## config.mk

```make
export PLATFORM = sky130hd
export DESIGN_NAME = uart_tx_arbiter
export DESIGN_NICKNAME = d
export VERILOG_FILES = /design/src/rtl/uart_tx_arbiter.sv
export SDC_FILE = /design/constraint.sdc
export NUM_CORES = 1
export LEC_CHECK = 0
export BUFFER_PORTS_ARGS = -buffer_cell sky130_fd_sc_hd__clkbuf_2
export CAP_MARGIN = 40
export CORE_MARGIN = 3
export CORE_UTILIZATION = 50
export DETAILED_ROUTE_END_ITERATION = 8
export PLACE_DENSITY = 0.8
export SYNTH_ARGS = -nofsm -noshare
export SYNTH_HDL_FRONTEND = slang
export SYNTH_SLANG_ARGS = --single-unit
```

## constraint.sdc

```tcl
create_clock -name clk -period 2.22 [get_ports clk]
set_input_delay 0.222 -clock clk [delete_from_list [all_inputs] [get_ports clk]]
set_output_delay 0.222 -clock clk [all_outputs]
set_load 0.005 [all_outputs]
```

## src/rtl/uart_tx_arbiter.sv

```systemverilog
// uart_tx_arbiter: packet-level round-robin arbiter that lets NUM_REQ byte
// streams share a single UART transmit FIFO.
//
// Handshake: a byte moves from requester g to the FIFO in the cycle where
// iv_req_valid[g] && ov_req_ready[g]. Ready is only ever offered to the
// current owner, and only while the FIFO is not full. In that same cycle
// o_fifo_wr is high and ov_fifo_din carries the byte. The owner must hold
// valid/data/last steady until ready is seen. Valid on a non-owner is only
// used to choose the next owner in IDLE.
module uart_tx_arbiter #(
  parameter int NUM_REQ     = 4,
  parameter bit HEADER_EN   = 1'b1,
  parameter int TIMEOUT_CYC = 1024,
  parameter int TO_W        = 16
) (
  input  logic                 clk,
  input  logic                 i_reset_n,
  input  logic [NUM_REQ-1:0]   iv_req_valid,
  input  logic [NUM_REQ*8-1:0] iv_req_data,
  input  logic [NUM_REQ-1:0]   iv_req_last,
  output logic [NUM_REQ-1:0]   ov_req_ready,
  output logic                 o_fifo_wr,
  output logic [7:0]           ov_fifo_din,
  input  logic                 i_fifo_full,
  output logic [NUM_REQ-1:0]   ov_grant,
  output logic                 o_busy,
  output logic                 o_timeout_err,
  output logic [3:0]           ov_timeout_src,
  output logic [1:0]           ov_dbg_state
);

  localparam int IDX_W = (NUM_REQ > 1) ? $clog2(NUM_REQ) : 1;
  localparam bit TO_EN = (TIMEOUT_CYC != 0);
  // Counter value on the last tolerated idle cycle; unused when disabled.
  localparam logic [TO_W-1:0] TO_LAST = TO_EN ? TO_W'(TIMEOUT_CYC - 1) : '0;

  typedef enum logic [1:0] {
    ST_IDLE   = 2'd0,
    ST_HEADER = 2'd1,
    ST_DATA   = 2'd2
  } state_t;

  state_t             r_state;
  state_t             w_state_nxt;

  logic [NUM_REQ-1:0] r_grant;
  logic [IDX_W-1:0]   r_gnt_idx;
  logic [IDX_W-1:0]   r_rr_ptr;
  logic [TO_W-1:0]    r_to_cnt;
  logic               r_to_err;
  logic [3:0]         r_to_src;

  logic               w_hi_any;
  logic [IDX_W-1:0]   w_hi_idx;
  logic               w_lo_any;
  logic [IDX_W-1:0]   w_lo_idx;
  logic               w_pick_any;
  logic [IDX_W-1:0]   w_pick_idx;
  logic [NUM_REQ-1:0] w_pick_oh;

  logic               w_own_valid;
  logic               w_own_last;
  logic [7:0]         w_own_data;
  logic [3:0]         w_hdr_id;
  logic               w_xfer;
  logic               w_evict;

  // Round-robin pick: lowest valid index above the pointer, else lowest valid
  // index overall (this is the wrap back through requester 0).
  always_comb begin
    w_hi_any  = 1'b0;
    w_hi_idx  = '0;
    w_lo_any  = 1'b0;
    w_lo_idx  = '0;
    w_pick_oh = '0;
    for (int k = NUM_REQ - 1; k >= 0; k--) begin
      if (iv_req_valid[k]) begin
        w_lo_any = 1'b1;
        w_lo_idx = IDX_W'(k);
        if (IDX_W'(k) > r_rr_ptr) begin
          w_hi_any = 1'b1;
          w_hi_idx = IDX_W'(k);
        end
      end
    end
    w_pick_any = w_lo_any;
    w_pick_idx = w_hi_any ? w_hi_idx : w_lo_idx;
    for (int k = 0; k < NUM_REQ; k++) begin
      w_pick_oh[k] = (IDX_W'(k) == w_pick_idx);
    end
  end

  // Select the owner's valid/last/data using the one-hot grant.
  always_comb begin
    w_own_valid = 1'b0;
    w_own_last  = 1'b0;
    w_own_data  = '0;
    for (int k = 0; k < NUM_REQ; k++) begin
      if (r_grant[k]) begin
        w_own_valid = iv_req_valid[k];
        w_own_last  = iv_req_last[k];
        w_own_data  = iv_req_data[k*8 +: 8];
      end
    end
  end

  // Header id is the owner index zero-extended to a nibble.
  assign w_hdr_id = 4'(r_gnt_idx);

  // FSM state register.
  always_ff @(posedge clk or negedge i_reset_n) begin
    if (!i_reset_n) begin
      r_state <= ST_IDLE;
    end else begin
      r_state <= w_state_nxt;
    end
  end

  // Next-state and combinational FIFO/ready outputs.
  always_comb begin
    w_state_nxt  = r_state;
    ov_req_ready = '0;
    o_fifo_wr    = 1'b0;
    ov_fifo_din  = '0;
    w_xfer       = 1'b0;
    w_evict      = 1'b0;
    case (r_state)
      ST_IDLE: begin
        if (w_pick_any) begin
          w_state_nxt = HEADER_EN ? ST_HEADER : ST_DATA;
        end
      end
      ST_HEADER: begin
        o_fifo_wr   = !i_fifo_full;
        ov_fifo_din = {4'hA, w_hdr_id};
        if (!i_fifo_full) begin
          w_state_nxt = ST_DATA;
        end
      end
      ST_DATA: begin
        ov_req_ready = i_fifo_full ? '0 : r_grant;
        w_xfer       = w_own_valid && !i_fifo_full;
        if (w_xfer) begin
          o_fifo_wr   = 1'b1;
          ov_fifo_din = w_own_data;
          if (w_own_last) begin
            w_state_nxt = ST_IDLE;
          end
        end else if (TO_EN && !w_own_valid && (r_to_cnt == TO_LAST)) begin
          // Owner has been silent long enough: drop it without a trailer.
          w_evict     = 1'b1;
          w_state_nxt = ST_IDLE;
        end
      end
      default: begin
        w_state_nxt = ST_IDLE;
      end
    endcase
  end

  // Grant and round-robin pointer: set on pick, released on last byte or eviction.
  always_ff @(posedge clk or negedge i_reset_n) begin
    if (!i_reset_n) begin
      r_grant   <= '0;
      r_gnt_idx <= '0;
      r_rr_ptr  <= IDX_W'(NUM_REQ - 1);
    end else if ((r_state == ST_IDLE) && w_pick_any) begin
      r_grant   <= w_pick_oh;
      r_gnt_idx <= w_pick_idx;
    end else if ((w_xfer && w_own_last) || w_evict) begin
      r_grant  <= '0;
      r_rr_ptr <= r_gnt_idx;
    end
  end

  // Idle counter: counts owner-invalid cycles in DATA; any valid cycle clears it.
  always_ff @(posedge clk or negedge i_reset_n) begin
    if (!i_reset_n) begin
      r_to_cnt <= '0;
    end else if (TO_EN && (r_state == ST_DATA) && !w_own_valid && !w_evict) begin
      r_to_cnt <= r_to_cnt + 1'b1;
    end else begin
      r_to_cnt <= '0;
    end
  end

  // Eviction report: one-cycle pulse, source index held until the next one.
  always_ff @(posedge clk or negedge i_reset_n) begin
    if (!i_reset_n) begin
      r_to_err <= 1'b0;
      r_to_src <= '0;
    end else begin
      r_to_err <= w_evict;
      if (w_evict) begin
        r_to_src <= 4'(r_gnt_idx);
      end
    end
  end

  assign ov_grant       = r_grant;
  assign o_busy         = (r_state != ST_IDLE);
  assign o_timeout_err  = r_to_err;
  assign ov_timeout_src = r_to_src;
  assign ov_dbg_state   = r_state;

endmodule

```

==> metrics.txt, run 1 <==
status completed; dpl hpwl 3.67 mm; die area 0.00462 mm²; Post-CTS Setup Bufs 0; CP Data Required Time 2000 ps; Clock transition at path regs 60 ps; CP Launch Type register; flop-to-flop setup slack 150 ps; clk_lat worst skew 280 ps; worst ir drop on vdd 0.000549 V; routed vias/inst 5.39; netlist area before placement 0.00192 mm²; HP Class in -> reg; Longest Clk Path Bufs 2; number of antenna violations at the first check in global routing 0; Yosys reg bits 29; Fmax 0.471 GHz; vias in the first global route 1677; Max FO, Critical Path 10; Max Slew Vio Count 0; Root Driver clkbuf_8; Starting Density 54.5%; Row Count 21; htree depth 2; Mean Syn Cell Area 8.80 µm²; IO Port Bufs 65; Primary FF master, synth dfrtp_1; CP dominant cell by count buf_4; ANT cells 0; first-pass GRT wire length 7.34 mm; sequential share of the synthesized area 37.9%; Slew headroom 53.2%; post-route DRC violation count 0; Max stage delay on crit path 470 ps; Tmin final 2120 ps; setup TNS 0 ps; Ys Warns 0; DR pass1 iterations 4; synthesized instance count 218; post-route ant nets 0; die height 68.0 µm; Max Cap Viol 0; Least-Margin Pin Slew 702 ps; top-area cell type share of the netlist area 35.2%; critical path data arrival time 1900 ps; Synth async-reset ratio 100%; Cell variety after synth 44; clock buffer count from CTS 5; Hold Path Depth 4; top area cells in the synthesized netlist dfrtp_1, nor2_1, a221oi_1; clock skew 4.17 ps; global route overflow 0; nets 336; EDFF count, synth 0; Pleak 1.15 nW; area grow syn2layout 27.4%; largest net degree at the start of global routing 30; fraction of layout cells with a size suffix above 1 33.2%; DR vias 1807; routed length per instance 14.2 µm; CTS sink count 29; Routability Congestion 0.814; Final Hold Viols 0; r2r startpoint r_to_cnt[10]; hold endpoint ov_grant[3]; Chip Width 68.0 µm; Reg2Reg Capture Point ov_dbg_state[1]; R2R depth 5; period utilisation layout 95.6%; Final setup viols 0; hold slack 417 ps; CP Class reg -> out; crit path max-delay cell type dfrtp_1; PwrDens 994 mW/mm²; CTS tree done; I/O Pins 68; critical path, cell by cell buf_4, nor2b_2, buf_4, a221oi_1, nor3_1, a21oi_1, o21ai_0, clkbuf_2; 1st-iter DRT viols 89; GRT Total Usage 21.4%; area leader, netlist dfrtp_1; min-delay src iv_req_valid[1]; Core ar. 0.00352 mm²; Post-Route WL 4.75 mm; Worst setup EP type output port; RSZ-0062 raised after global routing no
==> where the power goes <==
| part | switching (mW) | leakage (nW) | internal [mW] |
|---|---|---|---|
| combinational | 0.642 | 0.709 | 0.563 |
| sequential | 0.119 | 0.387 | 0.633 |
| clock | 0.194 | 0.0542 | 0.279 |
| total | 0.955 | 1.15 | 1.48 |
==> worst max-delay path, delay by kind of cell, from the launching register on <==
kind	cells	cell delay (ps)
compound gates	3	510
buf+inv	3	510
flops	1	470
simple gates	2	130
==> repair_timing <==
action | in CTS | in global routing
cloned | 0 | 0
hold endpoints to repair | 27 | 0
resized for setup | 2 | 3
setup endpoints to repair | 9 | 9
hold buffers | 1 | 0
==> synthesized netlist by cell type (2+ instances only) <==
cell and number:
inv_1 9, nor2b_1 13, and4_1 3, nand4_1 5
nor3_1 11, nand2_1 16, nand3b_1 2, buf_4 3
xor2_1 10, nand2b_1 4, xnor2_1 4, o22ai_1 2
o21ai_1 2, mux2_2 4, dfstp_2 2, nand3_1 8
dfrtp_1 27, nor2_1 27, ha_1 5, clkbuf_1 7
and2_1 5, a21o_1 2, a211oi_1 2, o21ai_0 8
a221oi_1 10, a21oi_1 9
==> layout make-up <==
type                            count  area (µm²)
Inverter                            9        33.8
Timing Repair Buffer               73         400
Sequential cell                    29         728
Multi-Input combinational cell    170        1120
Tap cell                           46        57.6
Fill cell                         300        1070
Clock inverter                      1        5.00
Clock buffer                        7        96.3
==> cell families (layout without fill, tap and decap cells) <==
logic type | count (synthesis) | count (layout) | synth area share [%]
compound gates | 44 | 44 | 16.8
xor+xnor | 14 | 14 | 6.39
fa+ha+maj | 5 | 5 | 3.26
buf+inv | 20 | 90 | 4.56
flops | 29 | 29 | 37.9
mux | 6 | 6 | 3.45
other cells | 1 | 2 | 0.195
simple gates | 99 | 99 | 27.4
==> sequential cells by signal (all words and copies together), names as in the netlist <==
signal / flops
ov_dbg_state: 2
r_to_cnt: 16
ov_grant: 4
ov_timeout_src: 2
r_gnt_idx: 2
r_rr_ptr: 2
o_timeout_err: 1
==> per-stage QoR <==
step	worst slack [ps]	cell area (µm²)	util [%]	cells	total power, mW
6_report	98.3	2450	69.5	335	2.43
5_1_grt	2.79	2450	69.5	335	2.63
4_1_cts	32.8	2440	69.2	335	2.43
3_5_place_dp	153	2320	65.8	326	1.93
3_3_place_gp	195	2320	65.8	326	1.91
2_1_floorplan	252	1920	-	219	1.51
==> layer usage <==
| metal | track usage [%] | wire, µm | part of all wire (%) |
|---|---|---|---|
| met4 | 7.44 | 64 | 1.3 |
| met5 | 0 | 0 | 0 |
| met1 | 23.9 | 2040 | 43 |
| met3 | 5.58 | 358 | 7.5 |
| met2 | 39.0 | 2290 | 48 |
==> layout by cell type, fill, tap and decap left out, types with 3 or more instances in the layout <==
cell type  instances
dfrtp_1           27
xor2_1            10
nor2b_1           11
clkbuf_8           7
nand3_1            7
clkbuf_2          65
nand4_1            5
buf_4              6
a221oi_1          10
nor2_1            27
nor3_1            11
xnor2_1            4
and4_1             3
o21ai_0            8
ha_1               4
nand2b_1           4
mux2_2             4
a21oi_1            9
and2_1             5
nand2_1           16
inv_1              9
==> worst max path at each step <==
stage | from | end | slack, ps
after detailed placement | r_to_cnt[10] | ov_dbg_state[1] | 150
after global placement | r_to_cnt[10] | ov_dbg_state[1] | 190
after global routing | ov_grant[1] | ov_fifo_din[6] | 3
after CTS | ov_dbg_state[0] | ov_fifo_din[7] | 30
after floorplan | r_to_cnt[10] | ov_dbg_state[1] | 250
final | ov_grant[1] | ov_fifo_din[0] | 100
(Power assumes the default switching activity.)
==> inputs of run 2 (changes only) <==
- CORE_UTILIZATION: 50 -> 40
- CTS_BUF_LIST: unset -> sky130_fd_sc_hd__clkbuf_8
- PLACE_DENSITY: 0.8 -> 0.66
==> run 2 against run 1 <==
  * Via count is 0.66% higher
  * Fmax increased by 0.48%
  * Clock power is 8.4% lower
  * Sequential power shrank 2%
==> metrics.txt, run 2 (synthesized netlist as in run 1, its figures left out) <==
status completed; Tmin final 2110 ps; 1st-iter DRT viols 100; DR vias 1819; Place WS 132 ps; Clock transition at path regs 60 ps; area grow syn2layout 26.9%; crit path max-delay cell type or4_4; period utilisation layout 95.1%; I/O Pins 68; Max FO, Critical Path 4; nets 337; Post-CTS Setup Bufs 0; Slew headroom 51.6%; Chip Width 75.3 µm; clock buffer count from CTS 5; number of antenna violations at the first check in global routing 0; Biggest register r_to_cnt; Max Slew Vio Count 0; HP Class in -> reg; clk_lat worst skew 280 ps; clock skew 6.81 ps; Largest delay share family, worst path simple AND/OR/NAND/NOR gates; Max stage delay on crit path 560 ps; worst ir drop on vdd 0.000467 V; max reg flops 16; Final setup viols 0; most common cell after layout, fill and taps aside clkbuf_2; routed vias/inst 5.32; CP Class reg -> reg; RSZ-0062 raised after global routing no; largest net degree at the start of global routing 30; Max Cap Viol 0; DR pass1 iterations 4; Routability Congestion 0.828; CTS tree done; die area 0.00567 mm²; Starting Density 42.6%; global route overflow 0; FILL cells 429; Row Count 24; first-pass GRT wire length 7.40 mm; CP Launch Type register; setup TNS 0 ps; die height 75.3 µm; PwrDens 972 mW/mm²; CP Data Required Time 2380 ps; Least-Margin Pin Slew 726 ps; Post-Route WL 4.88 mm; vias in the first global route 1638; Worst setup EP type register; most frequent cells in the layout clkbuf_2, nor2_1, dfrtp_1, nand2_1, nor2b_1; routed length per instance 14.3 µm; post-route ant nets 0; fraction of layout cells with a size suffix above 1 32.8%; Core ar. 0.00450 mm²; final setup margin 108 ps; critical path data arrival time 2270 ps; dpl hpwl 3.63 mm; Longest Clk Path Bufs 2; CTS sink count 29; Root Driver clkbuf_8; GRT Total Usage 17.4%; htree depth 2; Final Hold Viols 0; Fmax 0.474 GHz; critical path, cell by cell or4_4, nor4_4, nand2b_2, a31oi_4, mux2_1; post-route DRC violation count 0; Pleak 1.15 nW; worst path bufs/invs 0; flop-to-flop setup slack 110 ps; IO Port Bufs 65; ANT cells 0
-- run 2: timing repair --
action | in CTS | in global routing
endpoints found under the hold margin | 8 | 0
endpoints found under the setup margin | 0 | 8
hold buffers | 1 | 0
gates resized for setup | 0 | 4
-- run 2: path summary, 6_finish.rpt --
| path | start | to | cells after the start |
|---|---|---|---|
| max in group asynchronous | i_reset_n | ov_timeout_src[0] | 2 |
| hold reg to reg | r_to_cnt[0] | r_to_cnt[0] | 1 |
| hold / removal | iv_req_valid[1] | ov_grant[3] | 4 |
| min in group asynchronous | i_reset_n | r_to_cnt[14] | 2 |
| setup / recovery | r_to_cnt[10] | ov_dbg_state[1] | 5 |
| setup reg to reg | r_to_cnt[10] | ov_dbg_state[1] | 5 |
-- run 2: where the power goes --
| group | total, mW | switching (mW) | leakage (nW) | internal [mW] |
|---|---|---|---|---|
| logic | 1.19 | 0.650 | 0.707 | 0.543 |
| clock network | 0.434 | 0.191 | 0.0538 | 0.243 |
| registers | 0.740 | 0.106 | 0.387 | 0.634 |
| total | 2.37 | 0.947 | 1.15 | 1.42 |
-- run 2: worst min-delay path: stages --
cell and delay, ps:
clkbuf_2 130, a21oi_1 140, nor3_1 70, o2bb2ai_1 110
-- run 2: layout make-up --
class                   count  area [µm²]  area share [%]
multi-input cells         170        1120            46.1
inverters                   9        33.8            1.39
repair buffers             74         395            16.2
flip-flops and latches     29         728            29.9
clock buffers               6        82.6            3.39
well taps                  52        65.1            2.67
clock inverters             2        7.51           0.308
-- run 2: through the flow --
step | utilization, % | instances | power, mW | area, µm² | hold slack, ps
6_report | 54.1 | 342 | 2.37 | 2430 | 431
5_1_grt | 54.1 | 342 | 2.56 | 2430 | 456
4_1_cts | 53.7 | 342 | 2.35 | 2420 | 418
3_5_place_dp | 51.5 | 333 | 1.90 | 2320 | 312
3_3_place_gp | 51.5 | 333 | 1.90 | 2320 | 303
2_1_floorplan | - | 219 | 1.51 | 1920 | -73.6
-- run 2: metal layers --
| layer | part of all wire [%] | GRT usage (%) | routed length [µm] | up-vias |
|---|---|---|---|---|
| li1 | - | - | - | 909 |
| met1 | 43 | 20.8 | 2100 | 826 |
| met2 | 47 | 29.5 | 2300 | 77 |
| met3 | 8.3 | 4.54 | 405 | 7 |
| met4 | 1.4 | 7.38 | 70 | 0 |
| met5 | 0 | 0 | 0 | - |
==> inputs of run 3 (changes only) <==
- ABC_AREA: unset -> 1
- CORE_UTILIZATION: 40 -> 35
- PLACE_DENSITY: 0.66 -> 0.59
==> run 3 against run 2 <==
  * The run now ends with hold timing left
  * Global-route usage decreased by 0.95 points
  * Flip-flop and latch count unchanged
  * Synthesized cell count increased by 25%
  * Die area increased by 17%
  * Clock skew increased by 1.2 ps
  * Critical path depth increased by 4
  * Fmax increased by 4.1%
  * Count of clock-buffer cells in the layout decreased by 1
  * Hold slack got worse by 440 ps
==> metrics.txt, run 3 <==
status finished with violations; failing checks hold timing; area leader, netlist dfrtp_1; Max FO, Critical Path 5; Max Slew Vio Count 0; worst ir drop on vdd 0.000383 V; period utilisation layout 91.4%; post-route DRC violation count 0; CP Class reg -> out; sequential share of the synthesized area 36.5%; critical path data arrival time 1810 ps; netlist area before placement 0.00199 mm²; RSZ-0062 raised after global routing no; die height 81.5 µm; Core ar. 0.00530 mm²; first-pass GRT wire length 8.54 mm; max reg flops 16; routed length per instance 12.6 µm; DR vias 1981; htree depth 2; most common cell after layout, fill and taps aside clkbuf_2; most frequent cells in the layout clkbuf_2, nand2_1, nor2_1, inv_1, dfrtp_1; r2r startpoint ov_dbg_state[1]; post-route ant nets 0; Root Driver clkbuf_8; Post-CTS Setup Bufs 0; Row Count 26; Slew headroom 51.0%; fraction of layout cells with a size suffix above 1 29.4%; setup TNS 0 ps; routed vias/inst 4.80; hold buffer count at cts 0; clk_lat worst skew 280 ps; global route overflow 0; Worst setup EP type output port; Levels on crit path 9; Clock transition at path regs 60 ps; largest net degree at the start of global routing 30; Pleak 1.22 nW; clock buffer count from CTS 5; Yosys reg bits 29; die area 0.00664 mm²; Place WS 274 ps; crit path max-delay cell type dfrtp_1; GRT Total Usage 16.4%; Primary FF master, synth dfrtp_1; I/O Pins 68; Starting Density 37.6%; Least-Margin Pin Slew 735 ps; Post-Route WL 5.20 mm; Max stage delay on crit path 420 ps; final setup margin 192 ps; Largest delay share family, worst path buffers and inverters; Fmax 0.493 GHz; top-area cell type share of the netlist area 33.9%; Cell variety after synth 37; number of antenna violations at the first check in global routing 0; Final Hold Viols 23; Longest Clk Path Bufs 2; area grow syn2layout 25.0%; critical path, cell by cell inv_1, ha_1, inv_1, nor2_4, nand3_1, nor2_4, inv_1, o31ai_1, clkbuf_2; CTS sink count 29; Final setup viols 0; CTS tree done; hold slack -7.38 ps; worst path bufs/invs 4; vias in the first global route 1903; R2R depth 8; PwrDens 888 mW/mm²; synthesized instance count 273; Ys Warns 0; Synth async-reset ratio 100%; EDFF count, synth 0; clock skew 8.03 ps; nets 390; Mean Syn Cell Area 7.31 µm²; CP Launch Type register; Routability Congestion 0.790; DR pass1 iterations 4; 1st-iter DRT viols 96; ANT cells 0; count leader, synth nand2_1; Max Cap Viol 0; top area cells in the synthesized netlist dfrtp_1, nand2_1, nor2_1; HP Class in -> async; CP Data Required Time 2000 ps; Synth top cells by count nand2_1, nor2_1, inv_1; Tmin final 2030 ps; IO Port Bufs 65; dpl hpwl 4.15 mm; Chip Width 81.5 µm; CP Launch Point ov_dbg_state[0]; Biggest register r_to_cnt; CP dominant cell by count inv_1
-- run 3: cell type report --
type                       instances  area [µm²]
clock buffer                       5        68.8
clock inverter                     3        17.5
fill                             571        2810
inverter                          33         124
multi-input combinational        205        1120
sequential                        29         729
tap                               70        87.6
timing repair buffer              68         348
-- run 3: worst paths after layout --
kind / end / slack, ps
max in group asynchronous: ov_grant[2] / 1720
min in group clk: ov_grant[2] / 420
worst max register to register: ov_grant[2] / 510
worst max-delay path: o_fifo_wr / 190
worst min-delay path: r_to_cnt[8] / -7
worst min register to register: r_rr_ptr[0] / 470
-- run 3: what timing repair did --
item                       4_1_cts  5_1_grt
setup endpoints to repair        5        9
gates cloned                     0        0
resized for setup                1        4
-- run 3: per-layer routing --
layer  GRT usage, %  share of wire (%)
met1           19.6                 43
met2           28.8                 46
met3           4.17                 10
met4           5.07               0.94
met5              0                  0
-- run 3: worst reg2reg max path: cells and delay by family, from the launching register on --
family                     cells  cell delay, ps
and+or+nand+nor                3             390
AOI/OAI and AO/OA              1             280
adders and majority gates      1             220
DFF                            1             410
buffers and inverters          3             350
-- run 3: cell families after synthesis --
| group | synth area share (%) |
|---|---|
| AO/OA/AOI/OAI | 13.6 |
| flip-flops | 36.5 |
| adder cells (fa/ha/maj) | 3.14 |
| other | 0.188 |
| buffers and inverters | 8.41 |
| XOR/XNOR | 2.63 |
| AND/OR/NAND/NOR | 35.5 |
-- run 3: where the power goes --
part	switching, mW	total [mW]	internal, mW
Combinational	0.661	1.06	0.395
Clock	0.210	0.426	0.216
Sequential	0.105	0.731	0.627
-- run 3: per-stage QoR --
stage,instance area [µm²],cells,utilization (%),power (mW),hold WS [ps]
after floorplan,2000,274,-,1.45,-73.6
after global placement,2390,405,45.1,1.78,322
after detailed placement,2390,405,45.1,1.78,321
after CTS,2480,413,46.7,2.23,14.1
after global routing,2490,413,47.0,2.43,35.3
final,2490,413,47.0,2.21,-7.38
